**src/rtl/processinho_sequencer.sv**
```systemverilog
// processinho_sequencer: operator front end for the processinho datapath.
// Two pushbuttons (advance / abort) are synchronized, debounced and turned
// into single-cycle events that walk an FSM through operand A, operand B,
// opcode entry, a fixed-length execute window and a result display state.
module processinho_sequencer #(
    parameter int DEB_CYCLES  = 16,
    parameter int EXEC_CYCLES = 2
) (
    input  logic       clock,
    input  logic       reset,
    input  logic       key_next,
    input  logic       key_cancel,
    input  logic [3:0] switches,
    output logic [3:0] operando,
    output logic       setRegA,
    output logic       setRegB,
    output logic [3:0] ula_operation,
    output logic       latch_ula,
    output logic       busy,
    output logic       done,
    output logic [2:0] step
);

    // Counter widths: the debounce counter only needs to reach DEB_CYCLES-1
    // and the execute counter only EXEC_CYCLES-1.
    localparam int DW = (DEB_CYCLES > 1) ? $clog2(DEB_CYCLES) : 1;
    localparam int EW = (EXEC_CYCLES > 1) ? $clog2(EXEC_CYCLES) : 1;
    localparam logic [DW-1:0] DEB_LAST  = DW'(DEB_CYCLES - 1);
    localparam logic [EW-1:0] EXEC_LAST = EW'(EXEC_CYCLES - 1);

    typedef enum logic [2:0] {
        S_A    = 3'd0,
        S_B    = 3'd1,
        S_OP   = 3'd2,
        S_EXEC = 3'd3,
        S_SHOW = 3'd4
    } state_t;

    // Key index 0 is "advance", index 1 is "abort".
    logic [1:0]         key_raw;
    logic [1:0]         sync1_q;
    logic [1:0]         sync2_q;
    logic [1:0]         filt_q;
    logic [1:0]         filt_d;
    logic [1:0]         filt_prev_q;
    logic [1:0][DW-1:0] deb_cnt_q;
    logic [1:0][DW-1:0] deb_cnt_d;
    logic [1:0]         key_ev;
    logic               ev_next;
    logic               ev_cancel;

    state_t             state_q;
    state_t             state_d;
    logic [3:0]         operando_q;
    logic [3:0]         operando_d;
    logic [3:0]         ula_q;
    logic [3:0]         ula_d;
    logic               set_a_q;
    logic               set_a_d;
    logic               set_b_q;
    logic               set_b_d;
    logic [EW-1:0]      exec_cnt_q;
    logic [EW-1:0]      exec_cnt_d;

    assign key_raw = {key_cancel, key_next};

    // Debounce: the filtered level follows the synchronized key only after
    // DEB_CYCLES consecutive disagreeing samples; any agreeing sample restarts.
    always_comb begin
        filt_d    = filt_q;
        deb_cnt_d = '0;
        for (int k = 0; k < 2; k++) begin
            if (sync2_q[k] != filt_q[k]) begin
                if (deb_cnt_q[k] == DEB_LAST) begin
                    filt_d[k]    = sync2_q[k];
                    deb_cnt_d[k] = '0;
                end else begin
                    deb_cnt_d[k] = deb_cnt_q[k] + 1'b1;
                end
            end
        end
    end

    // Synchronizer chain, debounce state and edge-detect history per key.
    always_ff @(posedge clock) begin
        if (!reset) begin
            sync1_q     <= '0;
            sync2_q     <= '0;
            filt_q      <= '0;
            filt_prev_q <= '0;
            deb_cnt_q   <= '0;
        end else begin
            sync1_q     <= key_raw;
            sync2_q     <= sync1_q;
            filt_q      <= filt_d;
            filt_prev_q <= filt_q;
            deb_cnt_q   <= deb_cnt_d;
        end
    end

    // A rising filtered level yields exactly one event cycle per press.
    assign key_ev    = filt_q & ~filt_prev_q;
    assign ev_next   = key_ev[0];
    assign ev_cancel = key_ev[1];

    // Next-state and datapath-strobe decode; abort outranks advance.
    always_comb begin
        state_d    = state_q;
        operando_d = operando_q;
        ula_d      = ula_q;
        set_a_d    = 1'b0;
        set_b_d    = 1'b0;
        exec_cnt_d = exec_cnt_q;
        if (ev_cancel) begin
            state_d    = S_A;
            exec_cnt_d = '0;
        end else begin
            case (state_q)
                S_A: begin
                    if (ev_next) begin
                        operando_d = switches;
                        set_a_d    = 1'b1;
                        state_d    = S_B;
                    end
                end
                S_B: begin
                    if (ev_next) begin
                        operando_d = switches;
                        set_b_d    = 1'b1;
                        state_d    = S_OP;
                    end
                end
                S_OP: begin
                    if (ev_next) begin
                        ula_d      = switches;
                        exec_cnt_d = '0;
                        state_d    = S_EXEC;
                    end
                end
                S_EXEC: begin
                    // Advance presses are deliberately ignored while executing.
                    if (exec_cnt_q == EXEC_LAST) begin
                        exec_cnt_d = '0;
                        state_d    = S_SHOW;
                    end else begin
                        exec_cnt_d = exec_cnt_q + 1'b1;
                    end
                end
                S_SHOW: begin
                    if (ev_next) begin
                        state_d = S_A;
                    end
                end
                default: begin
                    state_d    = S_A;
                    exec_cnt_d = '0;
                end
            endcase
        end
    end

    // FSM state, operand/opcode holding registers and load strobes.
    always_ff @(posedge clock) begin
        if (!reset) begin
            state_q    <= S_A;
            operando_q <= '0;
            ula_q      <= '0;
            set_a_q    <= 1'b0;
            set_b_q    <= 1'b0;
            exec_cnt_q <= '0;
        end else begin
            state_q    <= state_d;
            operando_q <= operando_d;
            ula_q      <= ula_d;
            set_a_q    <= set_a_d;
            set_b_q    <= set_b_d;
            exec_cnt_q <= exec_cnt_d;
        end
    end

    // Status outputs decode straight from the state register, so the execute
    // strobe spans exactly the cycles spent in S_EXEC and drops with any exit.
    assign operando      = operando_q;
    assign ula_operation = ula_q;
    assign setRegA       = set_a_q;
    assign setRegB       = set_b_q;
    assign latch_ula     = (state_q == S_EXEC);
    assign busy          = (state_q == S_EXEC);
    assign done          = (state_q == S_SHOW);
    assign step          = state_q;

endmodule

```
**config.mk**
```make
export PLATFORM = sky130hd
export DESIGN_NAME = processinho_sequencer
export DESIGN_NICKNAME = d
export VERILOG_FILES = /design/src/rtl/processinho_sequencer.sv
export SDC_FILE = /design/constraint.sdc
export NUM_CORES = 1
export LEC_CHECK = 0
export CORE_MARGIN = 2
export CORE_UTILIZATION = 49
export CTS_CLUSTER_SIZE = 10
export DETAILED_ROUTE_END_ITERATION = 10
export PLACE_DENSITY = 0.86
export SYNTH_ARGS = -nofsm -noshare
export SYNTH_HDL_FRONTEND = slang
export SYNTH_SLANG_ARGS = --single-unit
```
**constraint.sdc**
```tcl
create_clock -name clock -period 1.6 [get_ports clock]
set_input_delay 0.32 -clock clock [delete_from_list [all_inputs] [get_ports clock]]
set_output_delay 0.32 -clock clock [all_outputs]
set_load 0.03 [all_outputs]
```
==> results of run 1 <==
[stage by stage]
stage | TNS (ps) | std cells | hold slack, ps | power (mW)
final | 0 | 175 | 447 | 1.41
after CTS | 0 | 175 | 451 | 1.42
after global routing | -37.8 | 175 | 471 | 1.45
after detailed placement | 0 | 167 | 426 | 0.817
after floorplan | 0 | 116 | 412 | 0.790
after global placement | 0 | 167 | 416 | 0.814
[repair_timing]
action	CTS	global route
hold buffers	0	0
resized for setup	20	6
endpoints found under the setup margin	16	5
setup buffers	0	0
[power by group]
part	internal (mW)	switching (mW)	total, mW
Clock	0.328	0.280	0.607
Combinational	0.0248	0.0192	0.0440
Sequential	0.752	0.00295	0.755
[logic make-up (layout without fill, tap and decap cells)]
kind of cell,Yosys count,after routing,synth area share
AND/OR/NAND/NOR,54,54,0.255
multiplexers,10,10,0.0873
buffers and inverters,9,40,0.0338
XOR/XNOR,6,6,0.0459
adder cells (fa/ha/maj),2,2,0.0218
flip-flops,30,30,0.524
AO/OA/AOI/OAI,5,5,0.0317
[routing by layer]
layer  wire length, µm  vias to the layer above
li1                  -                      448
met4                57                        0
met1               867                      422
met2              1110                       26
met3               119                        5
met5                 0                        -
[synth_stat cells, types with 2 or more instances]
cell,number
and2_1,6
and3_1,2
clkbuf_1,4
dfxtp_1,30
ha_1,2
inv_1,3
mux2i_1,10
nand2_1,15
nand3_1,6
nor2_1,10
nor2b_1,2
nor3_1,3
nor4_1,2
xor2_1,6
[registers in the layout, indices dropped and copies added (netlist names)]
| signal | count |
|---|---|
| ula_operation | 4 |
| filt_q | 2 |
| operando | 4 |
| filt_prev_q | 2 |
| setRegB | 1 |
| deb_cnt_q | 8 |
| sync2_q | 2 |
| step | 3 |
| setRegA | 1 |
| exec_cnt_q | 1 |
| sync1_q | 2 |
[area by class of cell]
cell class	instances	area (µm²)	share of cell area
clock inverters	3	45.0	0.0299
repair buffers	29	260	0.173
clock buffers	5	37.5	0.0249
inverters	3	11.3	0.00747
flip-flops and latches	30	601	0.398
multi-input cells	77	518	0.344
well taps	28	35.0	0.0232
[worst paths after layout]
kind                                            start                  endpoint  slack [ps]  cells after the start
worst max-delay path             step[0]$_SDFFE_PP0P_                   step[0]          40                      2
worst min-delay path            sync1_q[1]$_SDFF_PN0_     sync2_q[1]$_SDFF_PN0_         450                      1
worst max register to register   step[1]$_SDFFE_PP0P_  operando[1]$_SDFFE_PN0P_          70                      4
worst min register to register  sync1_q[1]$_SDFF_PN0_     sync2_q[1]$_SDFF_PN0_         450                      1
==> flow_summary.yaml, run 1 <==
clock_tree:
  htreeDepth: 2
  cts_tree: "done"
  insertion_delay_ps: 330
  cts_root_buffer: "clkbuf_4"
  clkTransAtPathRegs_ps: 100
  cts_buffers: 5
  clockBufferDepth: 2
  clock_sinks: 30
final_layout:
  area_growth_pct: 31.6
  antenna_cells: 0
  fillCellCount: 177
  final_common_cell: "dfxtp_1"
  mostFrequentLayoutCells: "dfxtp_1, nand2_1, dlygate4sd2_1, mux2i_1, nor2_1"
  drive_above_1_share: 0.163
  nets: 156
  final_core_util: 0.682
  finalInstanceArea_mm2: 0.00151
setup_path:
  cp_data_arrival_time_ps: 1240
  critPathMaxFanout: 8
  path_class: "register to output port"
  crit_chain: "buf_4, dlygate4sd2_1"
  cp_num_buf_inv: 2
  crit_path_top_delay_cell: "dlygate4sd2_1"
  endpoint_kind: "output port"
  required_ps: 1280
  max_stage_delay_ps: 410
  critPathTopFamily: "buffers and inverters"
  startpoint_type: "register"
sta:
  maxSlewViolCount: 0
  fin_crit_sh: 0.974
  skew_ps: 6.78
  fin_ws_ps: 42.3
  slew_headroom: 0.781
  rsz0062_at_grt: "true"
  fin_crit_ps: 1560
  setup_violations: 0
  worst_slew_pin_slew_ps: 329
  hold_viol: 0
  max_freq_mhz: 642
synth:
  synth_cell_types: 29
  syn_area_per_cell_um2: 9.88
  synthArstFlopShare: 0
  yosysSeqAreaShare: 0.524
  synthCells: 116
  synthesis.area_mm2: 0.00115
  synth_top_area_cell: "dfxtp_1"
  ys_seq_elements: 30
  synth_top_area_share: 0.524
  synth_edf_count: 0
  syn-num-nets: 126
  synthFlopType: "dfxtp_1"
  synthTopCellsByArea: "dfxtp_1, mux2i_1, nand2_1, xor2_1, and2_1"
  yosys_warnings: 0
die:
  die_area_mm2: 0.00274
  fp.dieH_um: 52.4
  die_x_um: 52.4
  io_pins: 24
  rows: 17
  core_mm2: 0.00221
  start_util: 0.518
place:
  gp_congestion: 0.717
  place_area_mm2: 0.00143
  pre_cts_ws_ps: 62.9
  hpwl_um: 1530
  port_buffers: 23
detailed_routing:
  wl_um: 2150
  viasPerCell: 5.15
  vias: 901
  first_iter_violations: 10
  postRouteAntennaNets: 0
  dr.pass1.iters: 4
  wl_per_cell_um: 12.3
  drcViolationCount: 0
global_routing:
  grt_use_met1: 0.180
  grtUsageMet3: 0.0800
  grt-ovfl-total: 0
  antenna_found_initial: 0
  grt-busiest-layer: "met2"
  grt_use_met2: 0.306
  grt_pass1_vias: 845
  grt_pass1_wl_um: 3460
  grt_start_max_net_pins: 18
  grt_util_all_layers: 0.182
pwr:
  power.density_mw_per_mm2: 933
  leakagePower_nw: 0.692
  peakVddDrop_mv: 0.674
job:
  cap_violations: 0
outcome:
  status: "complete, no violations"
hold_path:
  hold_class: "register to register"
Note: power is estimated with default switching activity, not from simulation.
==> inputs of run 2 (changes only) <==
--- a/config.mk
+++ b/config.mk
@@ -7,6 +7,7 @@
 export LEC_CHECK = 0
 export CORE_MARGIN = 2
 export CORE_UTILIZATION = 49
+export CTS_CLUSTER_DIAMETER = 120
 export CTS_CLUSTER_SIZE = 10
 export DETAILED_ROUTE_END_ITERATION = 10
 export PLACE_DENSITY = 0.86
==> results of run 2 <==
Same layout as run 1: the final DEF is identical, and so are final timing and power.
==> inputs of run 3 (changes only) <==
--- a/config.mk
+++ b/config.mk
@@ -6,11 +6,12 @@
 export NUM_CORES = 1
 export LEC_CHECK = 0
 export CORE_MARGIN = 2
-export CORE_UTILIZATION = 49
+export CORE_UTILIZATION = 44
 export CTS_CLUSTER_DIAMETER = 120
 export CTS_CLUSTER_SIZE = 10
 export DETAILED_ROUTE_END_ITERATION = 10
-export PLACE_DENSITY = 0.86
+export PLACE_DENSITY = 0.82
+export SLEW_MARGIN = 10
 export SYNTH_ARGS = -nofsm -noshare
 export SYNTH_HDL_FRONTEND = slang
 export SYNTH_SLANG_ARGS = --single-unit
==> constraint.sdc (replaced) <==
create_clock -name clock -period 1.3 [get_ports clock]
set_input_delay 0.26 -clock clock [delete_from_list [all_inputs] [get_ports clock]]
set_output_delay 0.26 -clock clock [all_outputs]
set_load 0.03 [all_outputs]
==> run 3 against run 2 <==
The flow now finishes with violations (negative setup slack). Sequential cell count is the same. Clock skew shrank 1.4 ps. Sequential power grew 23%. Wire length shrank 6.3%. Cell area grew 2.8%.
==> flow_summary.yaml, run 3 (synthesis results as in run 1) <==
outcome:
  status: "complete, but fails checks"
  failed_checks: "negative setup slack"
die:
  start_util: 0.463
  fp.dieH_um: 55.0
  rows: 18
  die_x_um: 55.0
  core_mm2: 0.00248
  die_area_mm2: 0.00303
  io_pins: 24
final_layout:
  antenna_cells: 0
  final_core_util: 0.626
  top_register: "deb_cnt_q"
  area_growth_pct: 35.3
  fin_cells: 181
  finalInstanceArea_mm2: 0.00155
  final_common_cell: "dfxtp_1"
  largest_reg_flops: 8
  mostFrequentLayoutCells: "dfxtp_1, nand2_1, buf_4, mux2i_1, nor2_1"
  drive_above_1_share: 0.278
  nets: 160
sta:
  hold-worst-slack_ps: 445
  worst_slew_pin_slew_ps: 290
  fin_crit_sh: 1.08
  rsz0062_at_grt: "true"
  setup_tns_ps: -564
  slew_headroom: 0.806
  maxSlewViolCount: 0
  setup_violations: 9
  skew_ps: 5.38
  fin_ws_ps: -109
  max_freq_mhz: 710
  hold_viol: 0
  fin_crit_ps: 1410
clock_tree:
  cts_buffers: 5
  insertion_delay_ps: 320
  clockBufferDepth: 2
  cts_tree: "done"
  htreeDepth: 2
  clock_sinks: 30
  hold_buffers: 0
  cts_root_buffer: "clkbuf_4"
  clkTransAtPathRegs_ps: 90
setup_path:
  endpoint_kind: "output port"
  crit_chain: "buf_6, and3b_2, buf_6"
  timing.rr.end: "operando[3]$_SDFFE_PN0P_"
  cp_common_cell: "buf_6"
  max_stage_delay_ps: 350
  reg2regPathDepth: 3
  cp_data_arrival_time_ps: 1150
  r2r_slack_ps: -70
  required_ps: 1040
  crit_path_top_delay_cell: "dfxtp_4"
  startpoint_type: "register"
  path_class: "register to output port"
  critPathMaxFanout: 3
  r2r-start: "step[1]$_SDFFE_PP0P_"
  cp-startpoint: "step[1]$_SDFFE_PP0P_"
  critPathCapture: "busy"
job:
  cap_violations: 0
pwr:
  power.density_mw_per_mm2: 995
  power_mw: 1.54
  peakVddDrop_mv: 0.925
  leakagePower_nw: 0.680
global_routing:
  grt-ovfl-total: 0
  grt_pass1_vias: 816
  grt_start_max_net_pins: 25
  grt_pass1_wl_um: 3450
  grt_util_all_layers: 0.167
  antenna_found_initial: 0
place:
  gp_congestion: 0.785
  place_area_mm2: 0.00143
  pre_cts_ws_ps: -56.1
  port_buffers: 23
  placedCellCount: 169
  hpwl_um: 1560
hold_path:
  min_from: "sync1_q[0]$_SDFF_PN0_"
  hold_class: "register to register"
detailed_routing:
  wl_per_cell_um: 11.1
  viasPerCell: 4.90
  first_iter_violations: 11
  wl_um: 2010
  dr.pass1.iters: 4
  drcViolationCount: 0
  vias: 887
  postRouteAntennaNets: 0
-- run 3: cell types whose count changed in the layout (fill, tap and decap cells not counted), sizes merged --
| cell | change |
|---|---|
| buf | +11 |
| dlygate4sd2 | -11 |
| clkbuf | +3 |
| clkdlybuf4s15 | +3 |
| clkinvlp | -2 |
| bufinv | -1 |
| clkinv | +1 |
-- run 3: worst max-delay path, delay by kind of cell, from the launching register on --
family	cells	cell delay, ps
simple gates	1	220
buf+inv	2	260
flops	1	350
-- run 3: layout make-up --
| type | instances | area [µm²] |
|---|---|---|
| Inverter | 3 | 11.3 |
| Fill cell | 200 | 927 |
| Clock buffer | 7 | 55.1 |
| Tap cell | 30 | 37.5 |
| Clock inverter | 1 | 5.00 |
| Timing Repair Buffer | 33 | 314 |
| Sequential cell | 30 | 609 |
| Multi-Input combinational cell | 77 | 518 |
-- run 3: repair_timing --
| action | in CTS | in global routing |
|---|---|---|
| buffers inserted | 3 | 1 |
| resized for setup | 32 | 2 |
| setup endpoints to repair | 16 | 16 |
| pin swaps | 2 | 2 |
-- run 3: per-layer routing --
metal	wire length, µm	GRT usage	share of wire
met5	0	0	0
met4	35	0.0854	0.017
met3	121	0.0645	0.060
met2	987	0.278	0.49
met1	869	0.185	0.43
-- run 3: how the worst min path moves through the flow --
stage,to,slack [ps],depth (start not counted)
4_1_cts,deb_cnt_q[4]$_SDFF_PP0_,450,1
5_1_grt,sync2_q[0]$_SDFF_PN0_,470,1
3_3_place_gp,sync2_q[0]$_SDFF_PN0_,420,1
6_report,sync2_q[0]$_SDFF_PN0_,440,1
2_1_floorplan,sync1_q[0]$_SDFF_PN0_,390,1
3_5_place_dp,sync2_q[0]$_SDFF_PN0_,430,1
-- run 3: power by group --
part           leakage (nW)  total [mW]  internal, mW  switching [mW]
logic                 0.400      0.0567        0.0325          0.0242
clock network        0.0353       0.560         0.262           0.298
registers             0.245       0.925         0.922         0.00349
==> RTL edit 1, RTL diff (config.mk and constraints of run 3) <==
Take the reset off `operando_q` and load it in a clocked block of its own.
--- a/src/rtl/processinho_sequencer.sv
+++ b/src/rtl/processinho_sequencer.sv
@@ -164,5 +164,4 @@
         if (!reset) begin
             state_q    <= S_A;
-            operando_q <= '0;
             ula_q      <= '0;
             set_a_q    <= 1'b0;
@@ -171,5 +170,4 @@
         end else begin
             state_q    <= state_d;
-            operando_q <= operando_d;
             ula_q      <= ula_d;
             set_a_q    <= set_a_d;
@@ -177,4 +175,8 @@
             exec_cnt_q <= exec_cnt_d;
         end
+    end
+
+    always_ff @(posedge clock) begin
+        operando_q <= operando_d;
     end
 
Check against the original RTL: same outputs for any inputs over 10 cycles, from zero or initial values and one cycle with reset low; that may be too few to reach the edited logic, so the function may still have changed.
==> RTL edit 1 against run 3 <==
Routed wire length up 15%; global-route usage is 2.2 points higher; sequential share of layout area grew 1.6 points; synthesized cell count shrank 7.8%; maximum frequency shrank 0.62%; clock power down 9.8%; setup slack got worse by 0.0088 ns; total power decreased by 2.4%; critical endpoint is now latch_ula; non-clock buffer count up 4; sequential cell count unchanged; the flow still finishes with violations (setup timing); cell area up 2.6%; first-iteration DRC count fell by 36%; area after synthesis is 0.55% higher.
==> RTL edit 1: results (changes against run 3) <==
metric	value	unit	change
status	finished, violations left		unchanged
failing checks	setup timing		unchanged
Reg2Reg Setup Slack	0	ns	was -0.07 ns
number of synthesized flops with an enable pin	4		was 0
gpl congestion	0.668		was 0.785
syn_area_per_cell	10.8	µm²	was 9.88 µm²
post-synthesis async set-or-reset flop share	0	%	unchanged
Yosys Warn Count	0		unchanged
R2R depth	4		was 3
sequential share of the synthesized area	55.6	%	was 52.4%
vias in the first global route	906		was 816
initial DRC count	7		was 11
DR WL/cell	13.1	µm	was 11.1 µm
Final Worst Setup Slack	-0.118	ns	was -0.109 ns
vias per inst	4.97		was 4.90
Total Routing Usage GR	19.0	%	was 16.7%
peak supply drop	0.931	mV	was 0.925 mV
first-pass GRT wire length	3810	µm	was 3450 µm
largest net degree at the start of global routing	13		was 25
normalized max-slew margin	83.4	%	was 80.6%
Final HPWL DP	1590	µm	was 1560 µm
drt drc	0		unchanged
Post-DP Area	1450	µm²	was 1430 µm²
Worst R2R End	ula_operation[1]$_SDFFE_PN0P_		was operando[3]$_SDFFE_PN0P_
R2R Path Start	filt_prev_q[1]$_SDFF_PN0_		was step[1]$_SDFFE_PP0P_
Critical Path Sink	latch_ula		was busy
syn_nets	117		was 126
worst-path fanout max	5		was 3
non-filler cells, final	177		was 181
Setup Slack @ Placement	-0.0519	ns	was -0.0561 ns
Leak	0.661	nW	was 0.680 nW
CTS max path bufs	2		unchanged
clk_skew	0.00591	ns	was 0.00538 ns
Clock Tree Root	clkbuf_4		unchanged
share of cells above drive strength 1	36.1	%	was 27.8%
Crit path arrival time	1.16	ns	
setup TNS	-0.365	ns	was -0.564 ns
Final #Nets	156		was 160
setup violators final	4		was 9
synth cell count leaders	dfxtp_1 (26), nor2_1 (10), nand2_1 (9)		was dfxtp_1 (30), nand2_1 (15), mux2i_1 (10), nor2_1 (10)
I/O Buffers	23		unchanged
top cells by area, synth	dfxtp_1 (45%), edfxtp_1 (10%), mux2i_1 (5.2%)		was dfxtp_1 (52%), mux2i_1 (8.7%), nand2_1 (4.9%)
==> RTL edit 1: cell count changes after synthesis, sizes merged, moves of 2 or more <==
| cell | run 3 | this run |
|---|---|---|
| nand2 | 15 | 9 |
| dfxtp | 30 | 26 |
| edfxtp | 0 | 4 |
| mux2i | 10 | 6 |
| clkbuf | 4 | 2 |
| nand2b | 1 | 3 |
| nor3b | 2 | 0 |
==> RTL edit 1: logic make-up after synthesis <==
kind of cell    share of synthesized area [%]
xor+xnor                                 4.56
flops                                    55.6
buf+inv                                  3.15
simple gates                             25.3
mux                                      5.21
compound gates                           4.02
fa+ha+maj                                2.17
==> RTL edit 1: worst min path at each step <==
stage | start | to | depth (start not counted)
final | sync1_q[0]$_SDFF_PN0_ | sync2_q[0]$_SDFF_PN0_ | 1
after global placement | sync1_q[0]$_SDFF_PN0_ | sync2_q[0]$_SDFF_PN0_ | 1
after detailed placement | sync1_q[0]$_SDFF_PN0_ | sync2_q[0]$_SDFF_PN0_ | 1
after CTS | sync1_q[0]$_SDFF_PN0_ | sync2_q[0]$_SDFF_PN0_ | 1
after floorplan | switches[0] | operando[0]$_DFFE_PP_ | 0
after global routing | sync1_q[0]$_SDFF_PN0_ | sync2_q[0]$_SDFF_PN0_ | 1
==> RTL edit 1: what timing repair did <==
action | CTS | global route
gates cloned | 0 | 0
buffers inserted | 6 | 1
setup endpoints to repair | 21 | 20
hold endpoints to repair | 0 | 0
resized for setup | 37 | 8
pin swaps | 3 | 1
==> RTL edit 1: cell type report <==
| cell class | instances | area, µm² |
|---|---|---|
| Timing Repair Buffer | 37 | 333 |
| Inverter | 3 | 11.3 |
| Fill cell | 201 | 887 |
| Tap cell | 30 | 37.5 |
| Multi-Input combinational cell | 69 | 509 |
| Clock buffer | 8 | 48.8 |
| Sequential cell | 30 | 651 |
==> RTL edit 1: worst register-to-register path, stage by stage, from the launching register on <==
cell,delay (ns)
dfxtp_1,0.31
and2b_2,0.23
nor4_4,0.24
buf_4,0.19
mux2i_2,0.25
==> RTL edit 1: metal layers <==
| layer | vias to the layer above | global-route usage [%] | part of all wire (%) |
|---|---|---|---|
| li1 | 436 | - | - |
| met1 | 413 | 18.8 | 39 |
| met2 | 23 | 33.1 | 53 |
| met3 | 8 | 8.33 | 4.9 |
| met4 | 0 | 10.2 | 3.3 |
| met5 | - | 0 | 0 |
==> RTL edit 1: where the power goes <==
| part | switching [mW] | internal, mW |
|---|---|---|
| clock | 0.290 | 0.215 |
| combinational | 0.0244 | 0.0309 |
| sequential | 0.00362 | 0.941 |
==> RTL edit 1: per-stage QoR <==
step                util (%)  hold WS [ns]
floorplan                  -         0.359
global placement        58.6         0.416
detailed placement      58.6         0.423
CTS                     64.1         0.445
global route            64.2         0.460
finish                  64.2         0.442
==> RTL edit 2, RTL diff (settings of run 3) <==
Made on the original files. Set the parameter `EXEC_CYCLES` to 8 (it was 2).
--- a/src/rtl/processinho_sequencer.sv
+++ b/src/rtl/processinho_sequencer.sv
@@ -5,5 +5,5 @@
 module processinho_sequencer #(
     parameter int DEB_CYCLES  = 16,
-    parameter int EXEC_CYCLES = 2
+    parameter int EXEC_CYCLES = 8
 ) (
     input  logic       clock,
Function: same outputs for any inputs over 10 cycles, from zero or initial values and one cycle with reset low; that may be too few to reach the edited logic, so the function may still have changed.
==> RTL edit 2 against run 3 <==
The run still ends with setup timing left; sequential cell count increased by 2; register-to-register slack improved by 0.13 ns; synthesized cell count increased by 6.0%; total power increased by 7.6%; combinational power about the same; routed wire length increased by 25%; cell area increased by 9.6%; area after synthesis increased by 13%; maximum frequency increased by 3.2%; sequential share of layout area decreased by 0.87 points; via count increased by 12%; setup slack improved by 0.044 ns; critical path depth decreased by 1; critical path type unchanged; largest cell class unchanged.
==> RTL edit 2: results (changes against run 3) <==
metric	value	unit	change
WL met3	143	µm	was 121 µm
Min-Delay Startpoint	sync1_q[1]$_SDFF_PN0_		was sync1_q[0]$_SDFF_PN0_
Leak	0.714	nW	was 0.680 nW
H-tree depth	2		unchanged
NetSw	0.340	mW	was 0.326 mW
worst-path fanout max	3		unchanged
beginning of the critical path	step[2]$_SDFFE_PP0P_		was step[1]$_SDFFE_PP0P_
Final Worst Setup Slack	-0.0645	ns	was -0.109 ns
Least-Margin Pin Slew	0.290	ns	about the same
syn_nets	135		was 126
first-pass GRT wire length	4180	µm	was 3450 µm
WHS Endpoint	sync2_q[1]$_SDFF_PN0_		was sync2_q[0]$_SDFF_PN0_
met2 wire len	1330	µm	was 987 µm
synth cell count leaders	dfxtp_1 (32), nand2_1 (13), mux2i_1 (10), nor2_1 (10)		was dfxtp_1 (30), nand2_1 (15), mux2i_1 (10), nor2_1 (10)
status	finished, violations left		unchanged
Final #Nets	171		was 160
hold depth	1		unchanged
vias in the first global route	959		was 816
Yosys Warn Count	0		unchanged
Adder-Cell Fraction of Synth Area	3.88	%	was 2.18%
DRT Wirelength	2510	µm	was 2010 µm
grt met3 use	7.59	%	was 6.45%
Comb pwr share	3.4	%	was 3.7%
Worst Hold Class	flip-flop to flip-flop		unchanged
sequential share of the synthesized area	49.6	%	was 52.4%
non-filler cells, final	190		was 181
top cells by area, synth	dfxtp_1 (50%), mux2i_1 (7.8%), xor2_1 (4.1%)		was dfxtp_1 (52%), mux2i_1 (8.7%), nand2_1 (4.9%)
failing checks	setup timing		unchanged
R2R depth	4		was 3
clk_skew	0.00513	ns	was 0.00538 ns
Num CTS Buffers	5		unchanged
Synth Area in Compound Gates	5.91	%	was 3.17%
slowest CP cell	dfxtp_4		unchanged
Total Routing Usage GR	16.8	%	was 16.7%
dpl cells	176		was 169
GR Layer Usage met1	18.0	%	was 18.5%
Reg power frac	59.4	%	was 60.0%
n_diodes	0		unchanged
Crit path arrival time	1.10	ns	was 1.15 ns
post-synthesis mux area share	7.75	%	was 8.73%
post-synthesis xor/xnor area fraction	4.07	%	was 4.59%
setup violators final	3		was 9
largest net degree at the start of global routing	19		was 25
Clock transition at path regs	0.09	ns	about the same
share of cells above drive strength 1	30.2	%	was 27.8%
peak supply drop	0.740	mV	was 0.925 mV
Final HPWL DP	1700	µm	was 1560 µm
Critical Path Sink	busy		unchanged
cells after synthesis	123		was 116
routed length on met1	1030	µm	was 869 µm
gpl congestion	0.713		was 0.785
grt total ovfl	0		unchanged
Worst R2R End	exec_cnt_q[2]$_SDFFE_PP0P_		was operando[3]$_SDFFE_PN0P_
Distinct cells, synth	32		was 29
Reg2Reg Setup Slack	0.06	ns	was -0.07 ns
met2 GRT Util	29.2	%	was 27.8%
Pwr Density	976	nW/µm²	was 995 nW/µm²
initial DRC count	9		was 11
vias per inst	5.24		was 4.90
-- RTL edit 2: final cells by class --
class                   count  area, µm²
multi-input cells          83        631
clock buffers               7       65.1
inverters                   2       7.51
repair buffers             35        304
fillers                   232       1080
well taps                  31       38.8
flip-flops and latches     32        653
-- RTL edit 2: stage by stage --
step | setup TNS (ns) | setup slack, ns | instance area (µm²) | hold slack (ns)
5_1_grt | -0.331 | -0.111 | 1700 | 0.467
2_1_floorplan | -0.00239 | -0.000801 | 1330 | 0.387
6_report | -0.166 | -0.0645 | 1700 | 0.444
3_5_place_dp | -0.327 | -0.0658 | 1570 | 0.428
4_1_cts | -0.215 | -0.0731 | 1700 | 0.451
3_3_place_gp | -0.0436 | -0.0313 | 1570 | 0.417
-- RTL edit 2: what timing repair did --
action / 4_1_cts / 5_1_grt
gates resized for setup: 30 / 20
setup buffers: 6 / 1
gates cloned: 0 / 0
endpoints found under the setup margin: 13 / 23
pin swaps: 1 / 1
hold endpoints to repair: 0 / 0
